`src/rtl/ts_cc_monitor_pkg.sv`:
```
// Shared constants, FSM encoding and table entry layout for the TS continuity monitor.
package ts_cc_monitor_pkg;

    localparam logic [7:0]  SYNC_BYTE = 8'h47;
    localparam logic [7:0]  PKT_LEN   = 8'd188;
    localparam logic [7:0]  PKT_LAST  = PKT_LEN - 8'd1;
    localparam logic [12:0] NULL_PID  = 13'h1FFF;

    localparam logic [1:0] AFC_RESERVED      = 2'b00;
    localparam logic [1:0] AFC_PAYLOAD       = 2'b01;
    localparam logic [1:0] AFC_ADAPT         = 2'b10;
    localparam logic [1:0] AFC_ADAPT_PAYLOAD = 2'b11;

    typedef enum logic [2:0] {
        ST_HUNT = 3'd0,
        ST_H1   = 3'd1,
        ST_H2   = 3'd2,
        ST_H3   = 3'd3,
        ST_BODY = 3'd4
    } state_t;

    typedef struct packed {
        logic        valid;
        logic [12:0] pid;
        logic [3:0]  cc;
        logic        dup;
    } pid_entry_t;

    function automatic logic has_payload(input logic [1:0] afc);
        logic r;
        case (afc)
            AFC_PAYLOAD, AFC_ADAPT_PAYLOAD: r = 1'b1;
            AFC_RESERVED, AFC_ADAPT:        r = 1'b0;
            default:                        r = 1'b0;
        endcase
        return r;
    endfunction

endpackage

```
`src/rtl/ts_pid_table.sv`:
```
// Per-PID continuity-counter table: combinational lookup/check, registered update.
module ts_pid_table
    import ts_cc_monitor_pkg::*;
#(
    parameter int TABLE_DEPTH = 8
) (
    input  logic        clk,
    input  logic        rst,
    input  logic        check_en,
    input  logic [12:0] pid,
    input  logic [3:0]  cc,
    input  logic [1:0]  afc,
    output logic        cc_mismatch,
    output logic        full
);

    localparam int IW = (TABLE_DEPTH > 1) ? $clog2(TABLE_DEPTH) : 1;

    pid_entry_t             table_r [TABLE_DEPTH];
    pid_entry_t             stored_s;
    logic                   hit_s;
    logic                   free_s;
    logic [IW-1:0]          hit_idx_s;
    logic [IW-1:0]          free_idx_s;
    logic [TABLE_DEPTH-1:0] valid_vec_s;
    logic [3:0]             cc_inc_s;
    logic                   mismatch_s;
    logic                   dup_next_s;

    // Lowest-index matching entry and lowest-index free entry.
    always_comb begin
        hit_s       = 1'b0;
        free_s      = 1'b0;
        hit_idx_s   = '0;
        free_idx_s  = '0;
        valid_vec_s = '0;
        for (int i = 0; i < TABLE_DEPTH; i++) begin
            valid_vec_s[i] = table_r[i].valid;
            hit_idx_s  = (table_r[i].valid && table_r[i].pid == pid && !hit_s) ? IW'(i) : hit_idx_s;
            hit_s      = hit_s | (table_r[i].valid && table_r[i].pid == pid);
            free_idx_s = (!table_r[i].valid && !free_s) ? IW'(i) : free_idx_s;
            free_s     = free_s | !table_r[i].valid;
        end
    end

    assign stored_s = table_r[hit_idx_s];
    assign cc_inc_s = stored_s.cc + 4'd1;

    // Continuity rule: one repeat of the last CC is tolerated when payload is present.
    always_comb begin
        mismatch_s = 1'b0;
        dup_next_s = 1'b0;
        if (has_payload(afc)) begin
            if (cc == cc_inc_s) begin
                mismatch_s = 1'b0;
                dup_next_s = 1'b0;
            end else if (cc == stored_s.cc) begin
                mismatch_s = stored_s.dup;
                dup_next_s = 1'b1;
            end else begin
                mismatch_s = 1'b1;
                dup_next_s = 1'b0;
            end
        end else begin
            mismatch_s = (cc != stored_s.cc);
            dup_next_s = 1'b0;
        end
    end

    assign cc_mismatch = check_en && hit_s && mismatch_s;
    assign full        = &valid_vec_s;

    // Table update: refresh on hit, allocate on miss while space remains.
    always_ff @(posedge clk or posedge rst) begin
        if (rst) begin
            for (int i = 0; i < TABLE_DEPTH; i++) begin
                table_r[i] <= '0;
            end
        end else if (check_en && hit_s) begin
            table_r[hit_idx_s] <= '{valid: 1'b1, pid: pid, cc: cc, dup: dup_next_s};
        end else if (check_en && free_s) begin
            table_r[free_idx_s] <= '{valid: 1'b1, pid: pid, cc: cc, dup: 1'b0};
        end
    end

endmodule

```
`src/rtl/ts_cc_monitor.sv`:
```
// MPEG-TS packet framer with per-PID continuity-counter checking.
module ts_cc_monitor
    import ts_cc_monitor_pkg::*;
#(
    parameter int TABLE_DEPTH = 8
) (
    input  logic        clk,
    input  logic        rst,
    input  logic [7:0]  byte_in,
    input  logic        byte_valid,
    input  logic        sync_locked,
    output logic [7:0]  byte_out,
    output logic        byte_out_valid,
    output logic        pkt_sop,
    output logic        pkt_eop,
    output logic [12:0] pid,
    output logic        hdr_valid,
    output logic        tei_err,
    output logic        cc_err,
    output logic        sync_loss,
    output logic        table_full,
    output logic [15:0] cc_err_count,
    output logic [31:0] pkt_count
);

    state_t      state_r;
    state_t      state_next_s;
    logic [7:0]  idx_r;
    logic [7:0]  idx_next_s;
    logic        tei_cap_r;
    logic [4:0]  pid_hi_r;
    logic [7:0]  pid_lo_r;
    logic        in_frame_s;
    logic        sop_s;
    logic        eop_s;
    logic        hdr_accept_s;
    logic        loss_s;
    logic [12:0] hdr_pid_s;
    logic        check_en_s;
    logic        mismatch_s;
    logic        full_s;

    assign hdr_pid_s  = {pid_hi_r, pid_lo_r};
    assign check_en_s = hdr_accept_s && !tei_cap_r && (hdr_pid_s != NULL_PID);

    // Framing next-state; idx_r is the index the next accepted byte will carry.
    always_comb begin
        state_next_s = state_r;
        idx_next_s   = idx_r;
        in_frame_s   = 1'b0;
        sop_s        = 1'b0;
        eop_s        = 1'b0;
        hdr_accept_s = 1'b0;
        loss_s       = 1'b0;
        if (!sync_locked) begin
            state_next_s = ST_HUNT;
            idx_next_s   = 8'd0;
        end else if (byte_valid) begin
            case (state_r)
                ST_HUNT: begin
                    if (byte_in == SYNC_BYTE) begin
                        state_next_s = ST_H1;
                        idx_next_s   = 8'd1;
                        in_frame_s   = 1'b1;
                        sop_s        = 1'b1;
                    end else begin
                        state_next_s = ST_HUNT;
                        idx_next_s   = 8'd0;
                    end
                end
                ST_H1: begin
                    state_next_s = ST_H2;
                    idx_next_s   = 8'd2;
                    in_frame_s   = 1'b1;
                end
                ST_H2: begin
                    state_next_s = ST_H3;
                    idx_next_s   = 8'd3;
                    in_frame_s   = 1'b1;
                end
                ST_H3: begin
                    state_next_s = ST_BODY;
                    idx_next_s   = 8'd4;
                    in_frame_s   = 1'b1;
                    hdr_accept_s = 1'b1;
                end
                ST_BODY: begin
                    if (idx_r == 8'd0) begin
                        if (byte_in == SYNC_BYTE) begin
                            state_next_s = ST_H1;
                            idx_next_s   = 8'd1;
                            in_frame_s   = 1'b1;
                            sop_s        = 1'b1;
                        end else begin
                            state_next_s = ST_HUNT;
                            idx_next_s   = 8'd0;
                            loss_s       = 1'b1;
                        end
                    end else if (idx_r == PKT_LAST) begin
                        idx_next_s = 8'd0;
                        in_frame_s = 1'b1;
                        eop_s      = 1'b1;
                    end else begin
                        idx_next_s = idx_r + 8'd1;
                        in_frame_s = 1'b1;
                    end
                end
                default: begin
                    state_next_s = ST_HUNT;
                    idx_next_s   = 8'd0;
                end
            endcase
        end else begin
            state_next_s = state_r;
            idx_next_s   = idx_r;
        end
    end

    // FSM and byte-index registers.
    always_ff @(posedge clk or posedge rst) begin
        if (rst) begin
            state_r <= ST_HUNT;
            idx_r   <= 8'd0;
        end else begin
            state_r <= state_next_s;
            idx_r   <= idx_next_s;
        end
    end

    // Header field capture for bytes 1 and 2.
    always_ff @(posedge clk or posedge rst) begin
        if (rst) begin
            tei_cap_r <= 1'b0;
            pid_hi_r  <= 5'd0;
            pid_lo_r  <= 8'd0;
        end else if (byte_valid && sync_locked && state_r == ST_H1) begin
            tei_cap_r <= byte_in[7];
            pid_hi_r  <= byte_in[4:0];
        end else if (byte_valid && sync_locked && state_r == ST_H2) begin
            pid_lo_r <= byte_in;
        end
    end

    ts_pid_table #(
        .TABLE_DEPTH (TABLE_DEPTH)
    ) u_pid_table (
        .clk         (clk),
        .rst         (rst),
        .check_en    (check_en_s),
        .pid         (hdr_pid_s),
        .cc          (byte_in[3:0]),
        .afc         (byte_in[5:4]),
        .cc_mismatch (mismatch_s),
        .full        (full_s)
    );

    // Registered outputs and statistics counters.
    always_ff @(posedge clk or posedge rst) begin
        if (rst) begin
            byte_out       <= 8'd0;
            byte_out_valid <= 1'b0;
            pkt_sop        <= 1'b0;
            pkt_eop        <= 1'b0;
            pid            <= 13'd0;
            hdr_valid      <= 1'b0;
            tei_err        <= 1'b0;
            cc_err         <= 1'b0;
            sync_loss      <= 1'b0;
            table_full     <= 1'b0;
            cc_err_count   <= 16'd0;
            pkt_count      <= 32'd0;
        end else begin
            byte_out       <= byte_in;
            byte_out_valid <= in_frame_s;
            pkt_sop        <= sop_s;
            pkt_eop        <= eop_s;
            hdr_valid      <= hdr_accept_s;
            sync_loss      <= loss_s;
            cc_err         <= hdr_accept_s && mismatch_s;
            table_full     <= full_s;
            if (hdr_accept_s) begin
                pid     <= hdr_pid_s;
                tei_err <= tei_cap_r;
            end
            if (hdr_accept_s && mismatch_s && cc_err_count != 16'hFFFF) begin
                cc_err_count <= cc_err_count + 16'd1;
            end
            if (eop_s) begin
                pkt_count <= pkt_count + 32'd1;
            end
        end
    end

endmodule

```
`config.mk`:
```
export PLATFORM = sky130hd
export DESIGN_NAME = ts_cc_monitor
export DESIGN_NICKNAME = d
export VERILOG_FILES = /design/src/rtl/ts_cc_monitor_pkg.sv /design/src/rtl/ts_pid_table.sv /design/src/rtl/ts_cc_monitor.sv
export SDC_FILE = /design/constraint.sdc
export NUM_CORES = 1
export LEC_CHECK = 0
export ABC_AREA = 0
export BUFFER_PORTS_ARGS = -buffer_cell sky130_fd_sc_hd__buf_2
export CAP_MARGIN = 25
export CORE_UTILIZATION = 25
export CTS_CLUSTER_SIZE = 16
export DETAILED_ROUTE_END_ITERATION = 12
export GPL_ROUTABILITY_DRIVEN = 0
export HOLD_SLACK_MARGIN = 0.06
export PLACE_DENSITY = 0.39
export SYNTH_ARGS = -nofsm -noshare
export SYNTH_HDL_FRONTEND = slang
export SYNTH_SLANG_ARGS = --single-unit
```
`constraint.sdc`:
```
create_clock -name clk -period 12.27 [get_ports clk]
set_input_delay 2.454 -clock clk [delete_from_list [all_inputs] [get_ports clk]]
set_output_delay 2.454 -clock clk [all_outputs]
set_load 0.02 [all_outputs]
```
After elaboration in Yosys (flattened, before gate mapping)
Cells that the tools add are included.
Storage, ports and cells
  register bits: 254
  input bits: 12
  output and inout port bits: 77
Operators by class
  $add $sub $neg: 4
  reduce and logical (&&, ||, !) cells: 66
  bitwise logic cells: 17
  mux-type cells: 65
  $lt $le $gt $ge: 4
  equality and inequality tests: 24
Operator list (count)
  152-bit bitwise mux: 2
  152-bit 2-to-1 mux: 2
  19-bit demux with 3-bit select: 2
  13-bit equality test: 8
  19-bit binary-select mux with 3-bit select: 1
  3-bit 2-to-1 mux: 15
  8-bit case mux with 5 select lines: 1
  19-bit 2-to-1 mux: 2
  1-bit logical AND: 34
  32-bit by 1-bit adder with 32-bit output, second input constant: 1
  8-bit 2-to-1 mux: 4
  1-bit 2-to-1 mux: 30
  1-bit logical NOT: 22
  16-bit by 1-bit adder with 16-bit output, second input constant: 1
  16-bit inequality test, second input constant: 1
  3-bit case mux with 5 select lines: 1
  1-bit bitwise OR: 14
  13-bit inequality test, second input constant: 1
  5-bit 2-to-1 mux: 2
  8-bit by 1-bit adder with 8-bit output, second input constant: 1
  4-bit equality test: 2
  8-bit by 7-bit equality test with 1-bit output, second input constant: 1
  8-bit equality test, second input constant: 1
  4-bit >= comparator, second input constant: 2
  other kinds (22): 29

Longest topological paths before layout
Gate-level depths: netlist (run 1).
  word-level depth: 22
  gate-level depth with buffers: 18

Modules after synthesis
From an unflattened synthesis (run 1), not the netlist that was laid out.
Second synthesis, totals
  cell total of the unflattened synthesis: 1081
  area total of the unflattened synthesis: 12773.5 um^2
Modules (own cells, without submodules)
  ts_pid_table: cells an instance 711, times used 1, seq. area each 3803.6 um^2, area an instance 8336.7 um^2
  ts_cc_monitor: cells an instance 370, times used 1, seq. area each 2552.4 um^2, area an instance 4436.8 um^2

Worst setup path after synthesis (run 1)
Ideal clock, no wire load.
  kind: input port to flip-flop
  start: input sync_locked
  end: register u_pid_table.table_r[100] (netlist bit)
  data required time: 12.145 ns
  cell stages on the path: 12
  arrival: 4.979 ns
  buffers on the path: 4
  setup slack: 7.166 ns
  path through: clkbuf_1 -> nand2_1 -> or3_1 -> clkbuf_1 -> nor3_1 -> o21ai_0 -> or2_1 -> o22ai_1 -> and2_1 -> buf_2 -> buf_4 -> mux2_2
Between the ends
  longest elaborated chain between the ends: 5
  elaborated cells on any way between the ends: 7
RTL lines
  start, declared: line ts_cc_monitor.sv:11  | input logic sync_locked,
  1-bit 2-to-1 mux (*): line ts_cc_monitor.sv:55  | if (!sync_locked) begin
  1-bit logical AND (*) (2 in a row): line ts_cc_monitor.sv:44  | assign check_en_s = hdr_accept_s && !tei_cap_r && (hdr_pid_s != NULL_PID);
  1-bit logical AND (on tied branches): line ts_pid_table.sv:79, ts_pid_table.sv:81
  152-bit 2-to-1 mux / 2-bit nonzero test (equally long branches)
  end signal, assigned by index: line ts_pid_table.sv:80  | table_r[hit_idx_s] <= '{valid: 1'b1, pid: pid, cc: cc, dup: dup_next_s};
  end signal, assigned by index: line ts_pid_table.sv:82  | table_r[free_idx_s] <= '{valid: 1'b1, pid: pid, cc: cc, dup: 1'b0};
  end, declared: line ts_pid_table.sv:19  | pid_entry_t table_r [TABLE_DEPTH];
Mark *: on every way between the ends. The rest lies on a longest branch, timed or not.
A chain may end at the register's enable or synchronous reset.

Worst setup path after layout (run 1)
  start: input byte_valid
  end: register u_pid_table.table_r[62] (netlist bit)
Between the ends
  longest elaborated chain between the ends: 6
  elaborated cells on any way between the ends: 8
RTL lines
  start, declared: line ts_cc_monitor.sv:10  | input logic byte_valid,
  1-bit 2-to-1 mux (*): line ts_cc_monitor.sv:58  | end else if (byte_valid) begin
  1-bit 2-to-1 mux (*): line ts_cc_monitor.sv:55
  1-bit logical AND (*) (2 in a row): line ts_cc_monitor.sv:44
  1-bit logical AND (on tied branches): line ts_pid_table.sv:79, ts_pid_table.sv:81
  152-bit 2-to-1 mux / 2-bit nonzero test (equally long branches)
Marks and branches as above.

==> results of run 1 <==
## Yosys cell counts, drive strengths merged, types with 4 or more instances
library cell	number
dfrtp	254
and2	7
nor3	15
inv	16
nand2b	12
nor4	21
clkbuf	28
mux2	166
nor2	34
nand3	33
mux2i	7
or3	6
nand2	76
o211ai	6
buf	32
o211a	4
nand4	61
o21ai	24
and4	4
xor2	14
a21o	4
o22ai	11
or4	12
xnor2	145
a31oi	5
a21oi	16
and3	22
or2	8
o2111ai	4
ha	5
## worst reg2reg max path: cells and delay by family, from the launching register on
kind	cells	cell delay [ns]
and+or+nand+nor	5	1.43
AOI/OAI and AO/OA	4	1.31
DFF	1	0.83
muxes	2	0.82
adders and majority gates	1	0.33
xor gates and xnor gates	2	0.30
buffers and inverters	1	0.30
## layout make-up
type	count	area, µm²
diodes	2	5.005
clock buffers	44	863.3
clock inverters	9	106.4
fillers	5304	35380
inverters	16	67.56
multi-input cells	755	5987
flip-flops and latches	254	6356
well taps	672	840.8
repair buffers	113	665.6
## worst max-delay path by stage
stage	start	endpoint	slack, ns	cells past startpoint
floorplan	rst	byte_out[0]	2.83	1
global route	byte_valid	u_pid_table.table_r[67]	6.18	9
detailed placement	byte_valid	u_pid_table.table_r[109]	5.81	9
global placement	byte_valid	u_pid_table.table_r[70]	5.86	9
finish	byte_valid	u_pid_table.table_r[62]	6.39	9
CTS	byte_valid	u_pid_table.table_r[62]	6.40	9
## stage by stage
stage                     cell area, µm²  util (%)  hold slack (ns)
final                              14890     29.62           0.4783
after global routing               14890     29.61           0.4972
after CTS                          14830     29.49           0.4833
after detailed placement           13860     27.56           0.4698
after global placement             13860     27.56           0.4572
after floorplan                    12770         -           0.4438
## power by group through the flow
stage | clock [µW] | sequential (µW) | combinational, µW
CTS | 918 | 851 | 171
global placement | 0 | 866 | 170
global route | 952 | 851 | 186
finish | 888 | 851 | 169
floorplan | 0 | 863 | 126
detailed placement | 0 | 866 | 170
## registers in the layout, summed over array words and instances, names as in the netlist, 3 cells and up
register,cells
byte_out,8
u_pid_table.table_r,152
pkt_count,32
state_r,3
pid,13
pid_hi_r,5
cc_err_count,16
pid_lo_r,8
idx_r,8
## cells in the final DEF, fill, tap and decap left out, types with 8 or more instances in the layout
cell type / n
clkbuf_1: 8
clkbuf_16: 30
inv_1: 15
mux2_2: 165
o22ai_1: 11
xnor2_1: 145
a21oi_1: 15
xor2_1: 13
nand3_2: 8
or4_1: 8
o21ai_0: 20
nand2b_1: 11
nor3_1: 13
nand2_1: 74
nor2_1: 34
dfrtp_1: 254
nor4_1: 13
buf_2: 89
nand4_1: 58
buf_4: 22
and3_1: 22
nand3_1: 25
## kinds of logic after synthesis
kind of cell | after synthesis
flops | 254
buf+inv | 76
simple gates | 321
xor+xnor | 160
mux | 173
compound gates | 96
fa+ha+maj | 5
## per-layer routing
metal | share of wire, % | up-vias | wire (µm) | track usage (%)
met4 | 1.8 | 0 | 621 | 2.706
met3 | 2.9 | 41 | 1026 | 1.888
li1 | - | 4050 | - | -
met5 | 0 | - | 0 | 0
met2 | 47 | 132 | 16540 | 21.77
met1 | 49 | 4458 | 17290 | 19.66
==> reports/metrics.cfg, run 1 <==
[synthesis]
synth_top_family_by_area = multiplexers
syn_nets = 1102
synth_area_leaders = dfrtp_1 50%, mux2_2 15%, xnor2_1 9.9%
synth_async_sr_flop_share_pct = 100.0
synth_cell_types = 72
synth_top_area_share_pct = 49.79
yosysSeqAreaShare_pct = 49.79
synth_xor_area_share_pct = 11.16
muxShareOfSynthArea_pct = 15.32
synth_edf_count = 0
postSynthAreaPerCell_um2 = 11.77
synth_compound_area_share_pct = 5.057
syn_inst = 1085
postSynthRegisterBits = 254
synthFlopType = dfrtp_1
synth-simple-area-share_pct = 14.84
yosys.area.top_type = dfrtp_1
synth_fa_ha_area_share_pct = 0.4901
ys_warn_count = 0
syn_area_um2 = 12770

[timing]
finalClockSkew_ns = 0.02110
tightest_slew_ns = 1.001
setup_tns_ns = 0
finalCritPeriodShare_pct = 47.95
relSlewSlack_pct = 32.69
fmax_ghz = 0.1700
min_period_ns = 5.884
final-setup-viol-count = 0
fin_ws_ns = 6.386
rsz0062_at_grt = false
final-max-slew-violation-count = 0
hold_viol = 0

[power_and_ir_drop]
switching_power_uw = 479.9
power_uw = 1908
power_frac_clock_pct = 46.5
power_leakage_uw = 0.006944
powerDensity_nw_per_um2 = 128.1
seq_power_share_pct = 44.6
worst_ir_drop_vdd_v = 0.0001007
internal_power_uw = 1428
p_sw_share_pct = 25.15
combinationalPowerShare_pct = 8.9

[worst_hold_path]
worst_hold_path_type = flip-flop to flip-flop
min_to = pkt_count[31]
hp-start = pkt_count[31]
hold_depth = 1

[worst_setup_path]
critPathMaxFanout = 19
worst-endpoint-arrival_ns = 6.33
r2r_start = pid_hi_r[0]
reg2reg_depth = 15
cp-end-kind = flip-flop
path_buf_inv = 1
path_cells = buf_2, nand2_1, or3_1, nor3_1, o21ai_0, or2_1, o22ai_1, and2_1, mux2_2
critPathLaunchType = input pin
crit_required_ns = 12.71
cp_top_family = simple AND/OR/NAND/NOR gates
cpMaxStageDelayCell = and2_1
r2r_slack_ns = 6.84
critPathMaxStageDelay_ns = 0.76
reg2reg_to = cc_err_count[1]
crit_type = input pin to flip-flop

[clock_tree]
cts_sinks = 254
cts_tree = done
cts_made_buffers = 30
cts_root_buffer = clkbuf_16
cts_buffer_depth = 3
clk_latency_ns = 0.58
clkTransAtPathRegs_ns = 0.06
cts_setup_buffers = 0
cts_max_level = 1
ctsHoldBuffers = 0
ctsResizeCount = 0

[global_route]
grtUsageTotal_pct = 13.66
grt_overflow = 0
grt_pass1_vias = 8760
grt_pass1_wl_um = 55410
antenna_found_initial = 0
grt_start_max_net_pins = 137

[routing]
vias = 8681
avgViaCountPerCell = 4.655
finalWirelength_um = 35480
first_pass_iters = 7
drc = 0
wl_per_cell_um = 19.02
drt-initial-drc-count = 502
antenna_left = 0

[die]
ios = 89
core_area_um2 = 50270
die_h_um = 228.0
die-area_um2 = 51970
floorplan.initialDensity_pct = 25.39
die_w_um = 228.0
rows = 82

[run_status]
status = finished clean

[layout]
syn2layout_area_growth_pct = 16.65
drive_above_1_share_pct = 30.73
instances_no_fill = 1865
nNetsFinal = 1187

[place]
place_ws_ns = 5.810
hpwl_um = 24360
dp.cells = 1807
port_buffers = 88

[flow_run]
max-cap-violations = 0

Power figures use the tool's default switching activity.
==> run 2, diff against run 1 <==
ABC_AREA = 1   (was 0)
clock period = 5.7 ns   (was 12.27 ns; I/O delays follow)
==> reports/metrics.cfg, run 2 <==
[run_status]
status = finished clean

[worst_hold_path]
worst_hold_path_type = flip-flop to flip-flop

[die]
core_area_um2 = 52550
die_h_um = 232.7
ios = 89
floorplan.initialDensity_pct = 25.32
die_w_um = 232.7
rows = 84
die-area_um2 = 54150

[clock_tree]
cts_max_level = 2
cts_setup_buffers = 0
cts_tree = done
cts_made_buffers = 34
cts_buffer_depth = 3
cts_sinks = 254
cts_root_buffer = clkbuf_16
clkTransAtPathRegs_ns = 0.06
ctsHoldBuffers = 0
ctsResizeCount = 0
clk_latency_ns = 0.55

[routing]
finalWirelength_um = 42250
drt-initial-drc-count = 900
vias = 11258
drc = 0
antenna_left = 0
avgViaCountPerCell = 4.473
wl_per_cell_um = 16.79
first_pass_iters = 6

[synthesis]
synth_common_cells = 552 x nand2_1, 254 x dfrtp_1, 190 x o21ai_0
yosysSeqAreaShare_pct = 47.77
syn_area_um2 = 13310
syn_nets = 1745
postSynthAreaPerCell_um2 = 7.701
syn_inst = 1728
synth_cell_types = 51
postSynthRegisterBits = 254
synthFlopType = dfrtp_1
synth_edf_count = 0
synth_area_leaders = dfrtp_1 48%, nand2_1 16%, o21ai_0 7.1%
ys_warn_count = 0
synth_top_area_share_pct = 47.77
yosys.area.top_type = dfrtp_1
synth_async_sr_flop_share_pct = 100.0
synth.most_common_cell = nand2_1

[timing]
tightest_slew_ns = 0.9438
min_period_ns = 4.758
hold_viol = 0
relSlewSlack_pct = 37.08
final-setup-viol-count = 0
rsz0062_at_grt = false
fmax_ghz = 0.2102
setup_tns_ns = 0
finalCritPeriodShare_pct = 83.47
finalClockSkew_ns = 0.02902
final-max-slew-violation-count = 0

[layout]
register_area_um2 = 6356
syn2layout_area_growth_pct = 16.14
final_area_um2 = 15450
regMostFlops = u_pid_table.table_r
largest_reg_flops = 152
final_cell_mix = 552 x nand2_1, 254 x dfrtp_1, 190 x o21ai_0, 178 x inv_1, 139 x nor2_1
reg_top3 = u_pid_table.table_r x152, pkt_count x32, cc_err_count x16
n_antenna_cell = 0
nNetsFinal = 1828
n_fill_cell = 5734
final_common_cell = nand2_1
multi_input_area_um2 = 5852
drive_above_1_share_pct = 12.63

[worst_setup_path]
cp-end-kind = flip-flop
crit_type = flip-flop to flip-flop
worst-endpoint-arrival_ns = 5.17
critPathLaunchType = flip-flop
crit_required_ns = 6.11
critPathMaxFanout = 22

[global_route]
grt_start_max_net_pins = 159
grt_pass1_wl_um = 66060
grt_overflow = 0
antenna_found_initial = 1
grtUsageTotal_pct = 15.97
grt_pass1_vias = 11020

[place]
port_buffers = 88
hpwl_um = 28540
placed_cell_area_um2 = 14460

[power_and_ir_drop]
p_sw_share_pct = 30.63
seq_power_share_pct = 40.3
switching_power_uw = 1403
worst_ir_drop_vdd_v = 0.0001551
internal_power_uw = 3178
powerDensity_nw_per_um2 = 296.4
power_leakage_uw = 0.007761
combinationalPowerShare_pct = 16.0
power_frac_clock_pct = 43.6

[flow_run]
max-cap-violations = 0

[run 2: power by group through the flow]
stage | combinational, µW | sequential (µW) | clock, µW
detailed placement | 742 | 1880 | 0
finish | 734 | 1850 | 2000
floorplan | 540 | 1860 | 0
CTS | 745 | 1850 | 2080
global placement | 745 | 1880 | 0
global route | 831 | 1850 | 2140
[run 2: final cells by class]
cell class / instances / share of cell area [%]
clock buffers: 44 / 6.007
clock inverters: 10 / 0.4615
inverters: 193 / 4.777
multi-input cells: 1214 / 37.86
flip-flops and latches: 254 / 41.13
well taps: 688 / 5.570
repair buffers: 114 / 4.194
[run 2: cells by family (layout without fill, tap and decap cells)]
family,count (synthesis),count (layout),share of synthesized area [%]
AND/OR/NAND/NOR,923,923,30.19
buffers and inverters,260,361,8.256
flip-flops,254,254,47.77
AO/OA/AOI/OAI,224,224,8.942
XOR/XNOR,61,61,4.297
adder cells (fa/ha/maj),5,5,0.4701
multiplexers,1,1,0.07523
[run 2: metrics by stage]
| stage | hold slack, ns | setup WS, ns | std cells | utilization (%) | total power (µW) |
|---|---|---|---|---|---|
| 6_report | 0.4665 | 0.9421 | 2517 | 29.41 | 4582 |
| 5_1_grt | 0.4531 | 0.3995 | 2517 | 29.41 | 4818 |
| 4_1_cts | 0.4346 | 0.8972 | 2517 | 29.41 | 4672 |
| 3_5_place_dp | 0.4590 | 0.9186 | 2463 | 27.51 | 2621 |
| 3_3_place_gp | 0.4551 | 1.033 | 2463 | 27.51 | 2624 |
| 2_1_floorplan | 0.4465 | 1.216 | 1728 | - | 2400 |
[run 2: final timing paths]
kind / start / to / slack, ns / depth (start not counted)
setup / recovery: pid_lo_r[2] / cc_err_count[11] / 0.94 / 25
hold / removal: pkt_count[31] / pkt_count[31] / 0.47 / 1
setup reg to reg: pid_lo_r[2] / cc_err_count[11] / 0.94 / 25
hold reg to reg: pkt_count[31] / pkt_count[31] / 0.47 / 1
max in group asynchronous: rst / table_full / 4.09 / 3
min in group asynchronous: rst / idx_r[4] / 0.48 / 2
[run 2: critical path: stages, from the launching register on]
cell	delay, ns
dfrtp_1	0.58
inv_1	0.59
nand2_1	0.16
nand2_1	0.10
nor2_1	0.04
nand2_1	0.05
nor2_1	0.03
nand2_1	0.09
nand2_1	0.10
nor2_2	0.23
nand4_1	0.21
o21ai_4	0.50
nand2_1	0.12
nand3_1	0.11
nand2_1	0.06
inv_2	0.06
nand2_2	0.06
ha_1	0.30
xnor2_1	0.14
nand2_1	0.07
nor2_1	0.04
nand3_1	0.08
nand2_2	0.07
nor2_4	0.51
nand2_1	0.13
xor2_1	0.17
[run 2: routing by layer]
layer / vias to the layer above / share of wire, % / track usage (%)
met3: 46 / 4.4 / 2.990
met2: 214 / 45 / 25.28
met4: 0 / 2.1 / 4.391
met5: - / 0 / 0
li1: 5660 / - / -
met1: 5338 / 48 / 22.12
